<file path="config.mk">
export PLATFORM = sky130hd
export DESIGN_NAME = load_store_unit
export DESIGN_NICKNAME = d
export VERILOG_FILES = /design/src/rtl/load_store_unit.sv
export SDC_FILE = /design/constraint.sdc
export NUM_CORES = 1
export LEC_CHECK = 0
export CAP_MARGIN = 20
export CORE_MARGIN = 2
export CORE_UTILIZATION = 48
export DETAILED_ROUTE_END_ITERATION = 10
export PLACE_DENSITY = 0.88
export REMOVE_ABC_BUFFERS = 1
export SYNTH_ARGS = -nofsm -noshare
export SYNTH_HDL_FRONTEND = slang
export SYNTH_SLANG_ARGS = --single-unit
</file>
<file path="constraint.sdc">
create_clock -name Clk -period 17.2 [get_ports Clk]
set_input_delay 5.16 -clock Clk [delete_from_list [all_inputs] [get_ports Clk]]
set_output_delay 5.16 -clock Clk [all_outputs]
set_load 0.05 [all_outputs]
</file>
<file path="src/rtl/load_store_unit.sv">
// Load/store unit: initiator side of the data-memory interface. Accepts one
// request at a time, rejects illegal, out-of-range or misaligned requests
// before any memory access, zero-extends unsigned loads, and keeps
// saturating load/store/fault statistics.
module load_store_unit #(
    parameter int ADDR_LIMIT = 4096,
    parameter int COUNT_W    = 16
) (
    input  logic               Clk,
    input  logic               Rst,
    input  logic               ReqValid,
    output logic               ReqReady,
    input  logic [3:0]         ReqOp,
    input  logic [31:0]        ReqAddr,
    input  logic [31:0]        ReqData,
    output logic               RespValid,
    input  logic               RespReady,
    output logic [31:0]        RespData,
    output logic               RespFault,
    output logic [1:0]         RespFaultCode,
    output logic [31:0]        Address,
    output logic [31:0]        WriteData,
    output logic [1:0]         MemWrite,
    output logic [1:0]         MemRead,
    input  logic [31:0]        MemReadData,
    output logic [COUNT_W-1:0] LoadCount,
    output logic [COUNT_W-1:0] StoreCount,
    output logic [COUNT_W-1:0] FaultCount
);

    typedef enum logic [1:0] {
        ST_IDLE   = 2'd0,
        ST_ACCESS = 2'd1,
        ST_RESP   = 2'd2
    } state_t;

    localparam logic [31:0]        LIMIT   = 32'(ADDR_LIMIT);
    localparam logic [COUNT_W-1:0] CNT_ONE = COUNT_W'(1);

    state_t             state_q, state_d;
    logic [3:0]         op_q, op_d;
    logic [31:0]        addr_q, addr_d;
    logic [31:0]        wdata_q, wdata_d;
    logic [1:0]         mem_write_q, mem_write_d;
    logic [1:0]         mem_read_q, mem_read_d;
    logic               resp_valid_q, resp_valid_d;
    logic               resp_fault_q, resp_fault_d;
    logic [1:0]         resp_code_q, resp_code_d;
    logic [31:0]        resp_data_q, resp_data_d;
    logic [COUNT_W-1:0] load_cnt_q, load_cnt_d;
    logic [COUNT_W-1:0] store_cnt_q, store_cnt_d;
    logic [COUNT_W-1:0] fault_cnt_q, fault_cnt_d;

    logic               req_is_load;
    logic               req_is_store;
    logic [1:0]         req_size;
    logic               req_misaligned;
    logic [1:0]         req_code;
    logic [31:0]        load_result;

    // Counters stop at all-ones instead of wrapping.
    function automatic logic [COUNT_W-1:0] sat_inc(input logic [COUNT_W-1:0] v);
        return (&v) ? v : v + CNT_ONE;
    endfunction

    // Decode the incoming opcode into direction and size, and rank the fault checks.
    always_comb begin
        req_is_load  = 1'b0;
        req_is_store = 1'b0;
        req_size     = 2'b00;
        case (ReqOp)
            4'b0000: begin req_is_load  = 1'b1; req_size = 2'b01; end
            4'b0001,
            4'b0010: begin req_is_load  = 1'b1; req_size = 2'b10; end
            4'b0011,
            4'b0100: begin req_is_load  = 1'b1; req_size = 2'b11; end
            4'b1000: begin req_is_store = 1'b1; req_size = 2'b01; end
            4'b1001: begin req_is_store = 1'b1; req_size = 2'b10; end
            4'b1010: begin req_is_store = 1'b1; req_size = 2'b11; end
            default: begin req_size = 2'b00; end
        endcase
        req_misaligned = ((req_size == 2'b01) && (ReqAddr[1:0] != 2'b00)) ||
                         ((req_size == 2'b10) && ReqAddr[0]);
        if (!(req_is_load || req_is_store)) begin
            req_code = 2'b11;
        end else if (ReqAddr >= LIMIT) begin
            req_code = 2'b10;
        end else if (req_misaligned) begin
            req_code = 2'b01;
        end else begin
            req_code = 2'b00;
        end
    end

    // The memory already sign-extends; only unsigned loads need their upper bits cleared.
    always_comb begin
        case (op_q)
            4'b0010: load_result = {16'h0000, MemReadData[15:0]};
            4'b0100: load_result = {24'h000000, MemReadData[7:0]};
            4'b1000,
            4'b1001,
            4'b1010: load_result = 32'h0000_0000;
            default: load_result = MemReadData;
        endcase
    end

    // Next-state and next-output logic for the IDLE -> ACCESS/RESP -> IDLE sequence.
    always_comb begin
        state_d      = state_q;
        op_d         = op_q;
        addr_d       = addr_q;
        wdata_d      = wdata_q;
        mem_write_d  = mem_write_q;
        mem_read_d   = mem_read_q;
        resp_valid_d = resp_valid_q;
        resp_fault_d = resp_fault_q;
        resp_code_d  = resp_code_q;
        resp_data_d  = resp_data_q;
        load_cnt_d   = load_cnt_q;
        store_cnt_d  = store_cnt_q;
        fault_cnt_d  = fault_cnt_q;
        case (state_q)
            ST_IDLE: begin
                if (ReqValid) begin
                    op_d = ReqOp;
                    if (req_code != 2'b00) begin
                        resp_valid_d = 1'b1;
                        resp_fault_d = 1'b1;
                        resp_code_d  = req_code;
                        resp_data_d  = 32'h0000_0000;
                        fault_cnt_d  = sat_inc(fault_cnt_q);
                        state_d      = ST_RESP;
                    end else begin
                        addr_d  = ReqAddr;
                        wdata_d = ReqData;
                        if (req_is_store) begin
                            mem_write_d = req_size;
                        end else begin
                            mem_read_d = req_size;
                        end
                        state_d = ST_ACCESS;
                    end
                end
            end
            ST_ACCESS: begin
                mem_write_d  = 2'b00;
                mem_read_d   = 2'b00;
                resp_valid_d = 1'b1;
                resp_fault_d = 1'b0;
                resp_code_d  = 2'b00;
                resp_data_d  = load_result;
                if (op_q[3]) begin
                    store_cnt_d = sat_inc(store_cnt_q);
                end else begin
                    load_cnt_d = sat_inc(load_cnt_q);
                end
                state_d = ST_RESP;
            end
            ST_RESP: begin
                if (RespReady) begin
                    resp_valid_d = 1'b0;
                    resp_fault_d = 1'b0;
                    resp_code_d  = 2'b00;
                    resp_data_d  = 32'h0000_0000;
                    state_d      = ST_IDLE;
                end
            end
            default: begin
                state_d = ST_IDLE;
            end
        endcase
    end

    // All state, including the memory strobes, clears the instant reset rises.
    always_ff @(posedge Clk or posedge Rst) begin
        if (Rst) begin
            state_q      <= ST_IDLE;
            op_q         <= 4'h0;
            addr_q       <= 32'h0000_0000;
            wdata_q      <= 32'h0000_0000;
            mem_write_q  <= 2'b00;
            mem_read_q   <= 2'b00;
            resp_valid_q <= 1'b0;
            resp_fault_q <= 1'b0;
            resp_code_q  <= 2'b00;
            resp_data_q  <= 32'h0000_0000;
            load_cnt_q   <= '0;
            store_cnt_q  <= '0;
            fault_cnt_q  <= '0;
        end else begin
            state_q      <= state_d;
            op_q         <= op_d;
            addr_q       <= addr_d;
            wdata_q      <= wdata_d;
            mem_write_q  <= mem_write_d;
            mem_read_q   <= mem_read_d;
            resp_valid_q <= resp_valid_d;
            resp_fault_q <= resp_fault_d;
            resp_code_q  <= resp_code_d;
            resp_data_q  <= resp_data_d;
            load_cnt_q   <= load_cnt_d;
            store_cnt_q  <= store_cnt_d;
            fault_cnt_q  <= fault_cnt_d;
        end
    end

    assign ReqReady      = (state_q == ST_IDLE);
    assign RespValid     = resp_valid_q;
    assign RespData      = resp_data_q;
    assign RespFault     = resp_fault_q;
    assign RespFaultCode = resp_code_q;
    assign Address       = addr_q;
    assign WriteData     = wdata_q;
    assign MemWrite      = mem_write_q;
    assign MemRead       = mem_read_q;
    assign LoadCount     = load_cnt_q;
    assign StoreCount    = store_cnt_q;
    assign FaultCount    = fault_cnt_q;

endmodule

</file>
==> results.json <==
{
  "status": "finished, final reports clean",
  "diodes": 0,
  "syn_to_final_growth_pct": 46.49,
  "synthArstFlopShare_pct": 100.0,
  "rsz0062_at_grt": "false",
  "drt_first_pass_iters": 4,
  "ios": 257,
  "wl_per_cell_um": 17.44,
  "layout.nets": 948,
  "coreArea_um2": 14420,
  "syn_area_per_cell_um2": 12.03,
  "synth_edf_count": 0,
  "leakage_nw": 4.657,
  "clk_pin_slew_ns": 0.06,
  "synth_top_cell_by_area": "dfrtp_1",
  "final_common_cell": "clkdlybuf4s50_1",
  "finish.utilization_pct": 71.37,
  "syn-cell-area_um2": 7027,
  "power_density_nw_per_um2": 94.40,
  "path_class": "in2reg",
  "worstMarginPinSlew_ns": 0.9333,
  "max-cap-violations": 0,
  "setup_tns_ns": 0,
  "ys_types": 47,
  "cts_buffers": 17,
  "ctsResizeCount": 0,
  "post-route-drc-count": 0,
  "crit_required_ns": 17.50,
  "clock_path_buffers": 2,
  "antenna_found_initial": 0,
  "die_y_um": 125.0,
  "clk_latency_ns": 0.42,
  "cts_hold_buffers": 0,
  "cts_root_buffer": "clkbuf_16",
  "die_w_um": 125.0,
  "post_cts_buffers": 0,
  "hpwlAfterDp_um": 12840,
  "synth_seq_cells": 158,
  "drt-initial-drc-count": 403,
  "start_kind": "input pin",
  "vias_per_cell": 5.121,
  "ant_nets": 0,
  "synthTopCellsByArea": "dfrtp_1, mux2_4, mux2i_1",
  "mostFrequentLayoutCells": "clkdlybuf4s50_1, dfrtp_1, nand2_1",
  "path_max_fanout": 65,
  "dieArea_um2": 15620,
  "htree_levels": 4,
  "port-buffer-count": 256,
  "endpoint_kind": "register",
  "period_needed_ns": 7.826,
  "setup_violations": 0,
  "hold_class": "reg2reg",
  "vias": 5295,
  "hold_viol": 0,
  "fin_crit_sh_pct": 45.50,
  "grt_pass1_wl_um": 28700,
  "cts.sinks": 158,
  "synthCells": 584,
  "ys_seq_area_share_pct": 56.27,
  "cp_data_arrival_time_ns": 8.12,
  "grt.total_usage_pct": 23.19,
  "ys_warn_count": 0,
  "grt_max_degree": 85,
  "gr-total-overflow": 0,
  "max_freq_ghz": 0.1278,
  "synth_top_area_share_pct": 56.27,
  "slew_violations": 0,
  "slew_headroom_pct": 37.78,
  "wirelength_um": 18030,
  "yosys_most_used_dff": "dfrtp_1",
  "num_rows": 44,
  "cts_tree": "built",
  "drive_gt1_share_pct": 11.65,
  "skew_ns": 0.01202,
  "grt_pass1_vias": 5293,
  "initial_utilization_pct": 48.72,
  "design_power_total_w": 0.0009717,
  "ir_drop_uv": 69.86,
  "gp_congestion": 0.8205
}
[worst max-delay path, cell delays in order]
cell,delay (ns)
clkdlybuf4s50_1,0.69
nor2_1,0.13
a22o_1,0.23
o41a_1,0.64
or3_4,0.77
mux2_4,0.42
[logic make-up after synthesis]
group                      synth area share [%]
adders and majority gates                 1.246
AOI/OAI and AO/OA                         3.971
and+or+nand+nor                           13.11
buffers and inverters                     4.309
muxes                                     15.74
xor gates and xnor gates                  5.360
DFF                                       56.27
[report_power, final]
| group | leakage, nW | total (W) | switching [W] | internal (W) |
|---|---|---|---|---|
| clock | 0.273 | 0.000367 | 0.000161 | 0.000206 |
| combinational | 2.23 | 0.000194 | 0.000109 | 0.0000848 |
| sequential | 2.16 | 0.000411 | 0.0000213 | 0.000389 |
| total | 4.66 | 0.000972 | 0.000292 | 0.000680 |
[metrics by stage]
stage	cells	setup WS (ns)	area (um2)	hold WS, ns
finish	1034	9.374	10290	0.4833
global route	1034	9.298	10290	0.4977
CTS	1033	9.450	10270	0.4895
detailed placement	1001	9.001	9694	0.4707
global placement	1001	9.065	9694	0.4690
floorplan	559	7.777	6882	0.5181
[layer usage]
layer | wire, um | part of all wire (%) | global-route usage (%) | vias to the layer above
met5 | 0 | 0 | 0 | -
li1 | - | - | - | 2498
met2 | 9271 | 51 | 39.96 | 193
met3 | 1189 | 6.6 | 6.376 | 22
met4 | 239 | 1.3 | 6.536 | 0
met1 | 7333 | 41 | 28.84 | 2582
[layout make-up]
| cell class | instances | area, um2 |
|---|---|---|
| Multi-Input combinational cell | 359 | 2770 |
| Inverter | 42 | 162.7 |
| Sequential cell | 158 | 3954 |
| Clock inverter | 14 | 132.6 |
| Tap cell | 184 | 230.2 |
| Timing Repair Buffer | 259 | 2605 |
| Clock buffer | 18 | 439.2 |
| Fill cell | 1001 | 4130 |
[final timing paths]
kind / depth (start not counted) / to / startpoint / slack [ns]
worst max-delay path: 6 / WriteData[14] / ReqOp[0] / 9.37
worst min-delay path: 1 / Address[18] / Address[18] / 0.48
worst max register to register: 5 / Address[0] / state_q[0] / 14.57
worst min register to register: 1 / Address[18] / Address[18] / 0.48
max in group asynchronous: 4 / FaultCount[12] / Rst / 10.78
min in group asynchronous: 2 / Address[8] / Rst / 5.23
[cells in the mapped netlist (7+ instances only)]
cell type and instances:
mux2i_1 40, xnor2_1 37, ha_1 7, nor4_1 11, nand4_1 12, o21ai_0 8, inv_1 42, nor2_1 16
nand2_1 55, mux2_4 29, nand3_1 14, a21oi_1 11, mux2_2 24, and4_1 7, nor3_1 7, clkbuf_1 11
and2_1 22, dfrtp_1 158
[flip-flops by register name (all words and copies together) (netlist names)]
signal	count
RespValid	1
MemWrite	2
WriteData	32
MemRead	2
op_q	4
Address	32
FaultCount	16
state_q	2
RespFault	1
RespData	32
RespFaultCode	2
StoreCount	16
LoadCount	16
No activity file was read; power rests on OpenSTA's default activity.
